[config.mk]
export PLATFORM = sky130hd
export DESIGN_NAME = snes_pad_reader
export DESIGN_NICKNAME = d
export VERILOG_FILES = /design/src/rtl/snes_pad_reader.sv
export SDC_FILE = /design/constraint.sdc
export NUM_CORES = 1
export LEC_CHECK = 0
export ABC_AREA = 0
export CORE_ASPECT_RATIO = 0.75
export CORE_MARGIN = 2
export CORE_UTILIZATION = 30
export CTS_CLUSTER_SIZE = 20
export DETAILED_ROUTE_END_ITERATION = 7
export HOLD_SLACK_MARGIN = 0.15
export PLACE_DENSITY = 0.58
export SYNTH_ARGS = -nofsm -noshare
export SYNTH_HDL_FRONTEND = slang
export SYNTH_SLANG_ARGS = --single-unit
[constraint.sdc]
create_clock -name clock -period 5.3 [get_ports clock]
set_input_delay 1.06 -clock clock [delete_from_list [all_inputs] [get_ports clock]]
set_output_delay 1.06 -clock clock [all_outputs]
set_load 0.05 [all_outputs]
[src/rtl/snes_pad_reader.sv]
// snes_pad_reader: polls two SNES-style shift-register game pads over a shared
// latch/clock pair and presents parallel active-high button words.
//
// Optional feature macro: PAD_DEBOUNCE_EN
//   defined   - an output bit changes only when two consecutive polls agree
//   undefined - outputs take each poll's words directly
//
// Ports:
//   clock         system clock (single domain)
//   reset         synchronous, active-high
//   pad_data_p1   serial data from controller 1, active-low (0 = pressed)
//   pad_data_p2   serial data from controller 2, active-low
//   pad_latch     shared latch to both controllers
//   pad_clk       shared shift clock, idles high
//   p1_buttons    controller 1 word, 1 = pressed, bit k = k-th serial bit
//   p2_buttons    controller 2 word, same encoding
//   sample_valid  one-cycle pulse in the cycle the button words update
module snes_pad_reader #(
   parameter int unsigned HALF     = 150,
   parameter int unsigned POLL_DIV = 833333,
   parameter int unsigned BITS     = 16
) (
   input  logic            clock,
   input  logic            reset,
   input  logic            pad_data_p1,
   input  logic            pad_data_p2,
   output logic            pad_latch,
   output logic            pad_clk,
   output logic [BITS-1:0] p1_buttons,
   output logic [BITS-1:0] p2_buttons,
   output logic            sample_valid
);

   localparam int unsigned CNT_W = (POLL_DIV > 1) ? $clog2(POLL_DIV) : 1;
   localparam int unsigned TMR_W = (2 * HALF > 1) ? $clog2(2 * HALF) : 1;
   localparam int unsigned BIT_W = (BITS > 1) ? $clog2(BITS) : 1;

   typedef enum logic [1:0] {
      IDLE,
      LATCH,
      READ,
      UPDATE
   } state_t;

   state_t            state;
   logic [CNT_W-1:0]  poll_cnt;
   logic              poll_req;
   logic [TMR_W-1:0]  timer;
   logic [BIT_W-1:0]  bit_idx;
   logic              p1_meta, p1_sync;
   logic              p2_meta, p2_sync;
   logic [BITS-1:0]   shadow_p1, shadow_p2;
`ifdef PAD_DEBOUNCE_EN
   logic [BITS-1:0]   prev_p1, prev_p2;
   logic [BITS-1:0]   agree_p1, agree_p2;
`endif

   // Two-flop synchronizers for the asynchronous pad data lines.
   always_ff @(posedge clock) begin
      if (reset) begin
         p1_meta <= 1'b1;
         p1_sync <= 1'b1;
         p2_meta <= 1'b1;
         p2_sync <= 1'b1;
      end else begin
         p1_meta <= pad_data_p1;
         p1_sync <= p1_meta;
         p2_meta <= pad_data_p2;
         p2_sync <= p2_meta;
      end
   end

   // Free-running poll divider; requests arriving outside IDLE are dropped.
   always_ff @(posedge clock) begin
      if (reset) begin
         poll_cnt <= '0;
      end else if (poll_cnt == CNT_W'(POLL_DIV - 1)) begin
         poll_cnt <= '0;
      end else begin
         poll_cnt <= poll_cnt + CNT_W'(1);
      end
   end

   assign poll_req = (poll_cnt == CNT_W'(POLL_DIV - 1));

`ifdef PAD_DEBOUNCE_EN
   // Bits on which this poll and the previous poll agree.
   assign agree_p1 = ~(shadow_p1 ^ prev_p1);
   assign agree_p2 = ~(shadow_p2 ^ prev_p2);
`endif

   // Poll sequencer. The commit happens on the edge entering UPDATE so that
   // the new words and sample_valid are both visible during the UPDATE cycle.
   always_ff @(posedge clock) begin
      if (reset) begin
         state        <= IDLE;
         pad_latch    <= 1'b0;
         pad_clk      <= 1'b1;
         timer        <= '0;
         bit_idx      <= '0;
         shadow_p1    <= '0;
         shadow_p2    <= '0;
         p1_buttons   <= '0;
         p2_buttons   <= '0;
         sample_valid <= 1'b0;
`ifdef PAD_DEBOUNCE_EN
         prev_p1      <= '0;
         prev_p2      <= '0;
`endif
      end else begin
         sample_valid <= 1'b0;
         case (state)
            IDLE: begin
               pad_latch <= 1'b0;
               pad_clk   <= 1'b1;
               if (poll_req) begin
                  state     <= LATCH;
                  pad_latch <= 1'b1;
                  timer     <= '0;
                  shadow_p1 <= '0;
                  shadow_p2 <= '0;
               end
            end

            LATCH: begin
               if (timer == TMR_W'(2 * HALF - 1)) begin
                  state     <= READ;
                  pad_latch <= 1'b0;
                  pad_clk   <= 1'b0;
                  timer     <= '0;
                  bit_idx   <= '0;
               end else begin
                  timer <= timer + TMR_W'(1);
               end
            end

            READ: begin
               timer <= timer + TMR_W'(1);
               // Last low-phase cycle: capture the bit and raise pad_clk.
               if (timer == TMR_W'(HALF - 1)) begin
                  shadow_p1[bit_idx] <= ~p1_sync;
                  shadow_p2[bit_idx] <= ~p2_sync;
                  pad_clk            <= 1'b1;
               end
               // End of high phase: next bit, or finish the frame.
               if (timer == TMR_W'(2 * HALF - 1)) begin
                  timer <= '0;
                  if (bit_idx == BIT_W'(BITS - 1)) begin
                     state        <= UPDATE;
                     sample_valid <= 1'b1;
`ifdef PAD_DEBOUNCE_EN
                     p1_buttons <= (shadow_p1 & agree_p1) | (p1_buttons & ~agree_p1);
                     p2_buttons <= (shadow_p2 & agree_p2) | (p2_buttons & ~agree_p2);
                     prev_p1    <= shadow_p1;
                     prev_p2    <= shadow_p2;
`else
                     p1_buttons <= shadow_p1;
                     p2_buttons <= shadow_p2;
`endif
                  end else begin
                     bit_idx <= bit_idx + BIT_W'(1);
                     pad_clk <= 1'b0;
                  end
               end
            end

            UPDATE: begin
               state <= IDLE;
            end

            default: begin
               state <= IDLE;
            end
         endcase
      end
   end

endmodule
==> results of run 1 <==
[routing by layer]
layer	track usage, %	wire (µm)
met1	20.4	5760
met2	19.6	4430
met3	4.49	589
met4	3.43	143
met5	0	0
[power by group]
part | internal (mW) | switching (mW) | total, mW
clock | 0.314 | 0.293 | 0.607
combinational | 0.0287 | 0.0584 | 0.0871
sequential | 0.802 | 0.00419 | 0.806
total | 1.14 | 0.355 | 1.50
[metrics by stage]
| step | hold slack, ns | utilization, % | power [mW] | cells | setup slack [ns] |
|---|---|---|---|---|---|
| after floorplan | 0.389 | - | 0.888 | 548 | 2.89 |
| final | 0.423 | 35.4 | 1.50 | 770 | 2.16 |
| after detailed placement | 0.411 | 33.7 | 0.912 | 755 | 1.80 |
| after CTS | 0.431 | 35.4 | 1.52 | 770 | 2.15 |
| after global routing | 0.450 | 35.4 | 1.56 | 770 | 1.93 |
| after global placement | 0.406 | 33.7 | 0.910 | 755 | 1.93 |
[sequential cells by signal, indices dropped and copies added (netlist names), 2 cells and up]
register	count
poll_cnt	20
p1_buttons	16
p2_buttons	16
shadow_p1	16
shadow_p2	16
timer	9
bit_idx	4
state	2
[worst max-delay path by stage]
stage	depth (start not counted)	to
5_1_grt	6	shadow_p1[13]
2_1_floorplan	7	shadow_p2[4]
3_3_place_gp	6	shadow_p1[1]
4_1_cts	6	shadow_p1[0]
3_5_place_dp	6	shadow_p1[3]
6_report	6	shadow_p1[3]
[cell type report]
type                    instances  area (µm²)  share of cell area, %
clock inverters                 5        32.5                  0.610
inverters                      14        52.6                  0.985
multi-input cells             389        2250                   42.1
repair buffers                 41         398                   7.46
clock buffers                  10         229                   4.29
flip-flops and latches        106        2120                   39.8
well taps                     205         256                   4.81
[synthesized netlist by cell type]
library cell and n:
or2_2 6, mux2_2 1, nor2b_1 5, and2_1 20, xnor2_1 11, or4b_2 3
ha_1 11, xor2_1 6, and4_1 2, or3_1 2, o311ai_0 32, a221oi_1 1
a2111oi_0 1, inv_1 14, or4_4 1, a32oi_1 1, or4_1 5, o21ai_0 29
nor2_1 33, buf_2 2, nand4b_1 4, a21oi_1 47, clkbuf_1 35, o211ai_1 1
nor3_1 6, o21ai_1 21, buf_6 2, a31oi_1 3, a211oi_1 1, nand3b_1 1
or4b_4 1, a22oi_1 3, mux2i_1 1, nor4_1 3, nor4bb_1 3, nand3_1 17
nand2_1 91, o21a_1 1, and3_1 11, dfxtp_1 106, nand4_1 4
[cells by family after synthesis]
logic type,count (synthesis),synth area share [%]
AOI/OAI and AO/OA,141,18.7
xor gates and xnor gates,17,3.25
adders and majority gates,11,3.00
buffers and inverters,53,4.72
DFF,106,46.3
muxes,2,0.464
and+or+nand+nor,218,23.6
==> run_results.csv, run 1 <==
group,metric,value,unit
run_status,outcome,"completed",
layout,nFillCells,1546,
power_and_ir_drop,leakage,1.69,nW
timing,fmax,0.319,GHz
floorplanning,fp-row-count,39,
hold_path,min_from,"p2_meta",
worst_setup_path,r2r-end,"p2_buttons[2]",
synth,syn_nets,563,
timing,final.min_clock_period,3.14,ns
clocking,cts_buffers,9,
synth,syn_inst,548,
floorplanning,die_x,147,µm
placed_design,place.gp.congestion,0.823,
worst_setup_path,r2r_cells,5,
hold_path,hp-class,"register to register",
layout,final_cell_mix,"106 x dfxtp_1, 91 x nand2_1, 47 x a21oi_1",
synth,synth_top_area_share,46.3,%
floorplanning,start_util,30.4,%
hold_path,worstHoldPathCells,1,
worst_setup_path,reg2reg_setup_slack,2.32,ns
worst_setup_path,criticalPathCategory,"input pin to register",
clocking,ctsHoldBuffers,0,
route,vias,3830,
floorplanning,core-area,15100,µm²
grt,grt_pass1_wl,18600,µm
floorplanning,io_pins,39,
flow_run,maxCapViolCount,0,
clocking,cts_tree,"yes",
power_and_ir_drop,power.density,281,nW/µm²
timing,slew_viol_final,0,
timing,rsz0062_at_grt,"no",
route,wl_per_cell,14.2,µm
grt,first_global_vias,3717,
layout,drive_above_1_share,5.31,%
worst_setup_path,cp-start-kind,"input pin",
layout,final_nets,576,
synth,netlist_area,4580,µm²
synth,ys_seq_elements,106,
grt,grt_remaining_overflow,0,
placed_design,portBuffers,38,
route,ant_nets,0,
timing,hold_viol,0,
worst_setup_path,cp-startpoint,"reset",
layout,final_cell_area,5340,µm²
floorplanning,chipHeight,111,µm
placed_design,place_area,5070,µm²
synth,synthTopCellsByArea,"dfxtp_1 46%, nand2_1 7.5%, o311ai_0 6.1%, a21oi_1 5.1%, o21ai_0 3.2%",
route,vias_per_cell,4.97,
clocking,root_buffer,"clkbuf_16",
timing,max_slew_margin,20.5,%
clocking,post_cts_buffers,0,
worst_setup_path,endpoint_kind,"register",
clocking,clkTransAtPathRegs,0.07,ns
hold_path,hold_end,"p2_sync",
worst_setup_path,critical_path_arrival,3.40,ns
timing,setup_viol,0,
worst_setup_path,worstPathRequired,5.57,ns
worst_setup_path,path_buf_inv,3,
floorplanning,dieArea,16300,µm²
placed_design,dp_hpwl,7430,µm
worst_setup_path,worst-path-max-fanout,52,
route,dr.pass1.iters,4,
worst_setup_path,path_cells,"buf_2, buf_4, inv_1, nand2_1, or4_1, o21ai_0",
timing,worstMarginPinSlew,1.19,ns
grt,antenna_found_initial,0,
route,wl,10900,µm
route,drtIter0Drc,253,
clocking,clock_path_buffers,2,
synth,yosysTopAreaCell,"dfxtp_1",
clocking,cts_sinks,106,
layout,area_growth,16.4,%
clocking,cts.htree.levels,3,
synth,yosysWarningCount,0,
clocking,cts_resized,0,
timing,setup_tns,0,ns
power_and_ir_drop,peakVddDrop,0.115,mV
synth,yosysUniqueCellTypes,41,
timing,period_share,59.2,%
grt,grt_start_max_net_pins,53,
worst_setup_path,crit_family,"buffers and inverters",
clocking,clk_latency,0.35,ns
worst_setup_path,max_stage_delay,0.79,ns
synth,seq_area_frac_synth,46.3,%
layout,layout_commonest_cell,"dfxtp_1",
worst_setup_path,cpMaxStageDelayCell,"inv_1",
route,drc_errors,0,
timing,finClkSkew,0.0103,ns
worst_setup_path,timing.rr.start,"state[0]",
synth,avgSynthCellArea,8.37,µm²
grt,grtUsageTotal,13.9,%
layout,insertedDiodeCount,0,
(Power assumes the default switching activity.)
==> run 2, diff against run 1 <==
- clock period: 5.3 -> 3.2 ns (I/O delays scaled with it)
==> run 2 against run 1 <==
Worst setup slack lost 1.8 ns. Wire length is 1.9% higher. Core utilization up 0.23 points. Largest cell class unchanged.
==> run_results.csv, run 2 (synthesis results as in run 1) <==
group,metric,value,unit
run_status,outcome,"completed",
layout,final_cell_mix,"106 x dfxtp_1, 91 x nand2_1, 47 x a21oi_1",
worst_setup_path,endpoint_kind,"register",
floorplanning,io_pins,39,
timing,setup_ws,0.386,ns
timing,worstMarginPinSlew,0.712,ns
layout,area_growth,17.2,%
placed_design,portBuffers,38,
power_and_ir_drop,peakVddDrop,0.197,mV
power_and_ir_drop,leakage,1.73,nW
timing,setup_viol,0,
clocking,clock_path_buffers,2,
flow_run,maxCapViolCount,0,
grt,first_global_vias,3788,
layout,insertedDiodeCount,0,
power_and_ir_drop,p_total,2.48,mW
layout,drive_above_1_share,5.96,%
timing,final.min_clock_period,2.81,ns
worst_setup_path,path_cells,"or4b_4, or4_4, o21a_1, or4_1, o21ai_0",
layout,post-route-util,35.6,%
timing,max_slew_margin,52.5,%
layout,final_cell_area,5370,µm²
route,vias_per_cell,5.06,
layout,final_nets,582,
floorplanning,dieArea,16300,µm²
layout,nFillCells,1545,
route,wl,11100,µm
layout,largest-register,"poll_cnt",
route,vias,3918,
grt,grt.met2_usage,20.4,%
timing,rsz0062_at_grt,"no",
route,dr.pass1.iters,5,
clocking,cts_tree,"yes",
floorplanning,fp-row-count,39,
grt,grt_pass1_wl,18800,µm
placed_design,dp_worst_setup_slack,0.424,ns
grt,globalRouteMet3Util,3.87,%
placed_design,dp.cells,761,
grt,grt_start_max_net_pins,52,
route,drtIter0Drc,344,
timing,hold_viol,0,
placed_design,place_area,5120,µm²
placed_design,place.gp.congestion,0.802,
clocking,cts_resized,0,
layout,largest_register_ffs,20,
layout,layout_commonest_cell,"dfxtp_1",
timing,fin_hold_ws,0.439,ns
clocking,post_cts_buffers,0,
clocking,root_buffer,"clkbuf_16",
power_and_ir_drop,power.density,462,nW/µm²
floorplanning,start_util,30.4,%
grt,grt_remaining_overflow,0,
worst_setup_path,worstPathRequired,3.46,ns
placed_design,dp_hpwl,7550,µm
worst_setup_path,max_stage_delay,0.81,ns
floorplanning,chipHeight,111,µm
clocking,cts_buffers,9,
worst_setup_path,worst-path-max-fanout,16,
timing,period_share,87.9,%
worst_setup_path,cpMaxStageDelayCell,"or4_1",
worst_setup_path,criticalPathCategory,"register to register",
layout,seq_area,2120,µm²
clocking,ctsHoldBuffers,0,
floorplanning,core-area,15100,µm²
hold_path,hp-class,"register to register",
worst_setup_path,critical_path_arrival,3.08,ns
clocking,clk_latency,0.35,ns
grt,grtUsageTotal,14.2,%
grt,top_usage_layer,"met2",
floorplanning,die_x,147,µm
route,ant_nets,0,
worst_setup_path,path_buf_inv,0,
layout,multiInputGateArea,2250,µm²
route,wl_per_cell,14.4,µm
grt,antenna_found_initial,0,
clocking,cts_sinks,106,
timing,setup_tns,0,ns
timing,finClkSkew,0.00904,ns
clocking,clkTransAtPathRegs,0.06,ns
grt,gr-usage-met1,20.3,%
timing,slew_viol_final,0,
timing,fmax,0.355,GHz
route,drc_errors,0,
layout,stdcell_count,775,
clocking,cts.htree.levels,3,
worst_setup_path,cp-start-kind,"register",
worst_setup_path,crit_family,"simple AND/OR/NAND/NOR gates",
run 2: changes by cell type in the layout (fill, tap and decap cells not counted), sizes merged:
cell      delta
buf          +6
clkinvlp     -3
clkbuf       +1
clkinv       +1
run 2: path summary, 6_finish.rpt:
| kind | from | to | slack, ns | cells after the start |
|---|---|---|---|---|
| max reg2reg | poll_cnt[11] | shadow_p1[1] | 0.39 | 5 |
| min reg2reg | p2_meta | p2_sync | 0.44 | 1 |
| min | p2_meta | p2_sync | 0.44 | 1 |
| max | poll_cnt[11] | shadow_p1[1] | 0.39 | 5 |
run 2: layout make-up:
| class | instances | area share (%) |
|---|---|---|
| multi-input combinational | 389 | 41.8 |
| sequential | 106 | 39.5 |
| timing repair buffer | 47 | 8.25 |
| inverter | 14 | 0.978 |
| tap | 205 | 4.78 |
| clock inverter | 3 | 0.349 |
| clock buffer | 11 | 4.33 |
run 2: routing by layer:
layer | wire (µm) | part of all wire, % | up-vias
met5 | 0 | 0 | -
met4 | 171 | 1.5 | 0
met3 | 634 | 5.7 | 12
met2 | 4650 | 42 | 111
met1 | 5680 | 51 | 1809
li1 | - | - | 1986
run 2: where the power goes:
part / internal (mW) / leakage (nW) / switching, mW
Combinational: 0.0529 / 0.747 / 0.0995
Sequential: 1.33 / 0.855 / 0.00698
Clock: 0.518 / 0.125 / 0.475
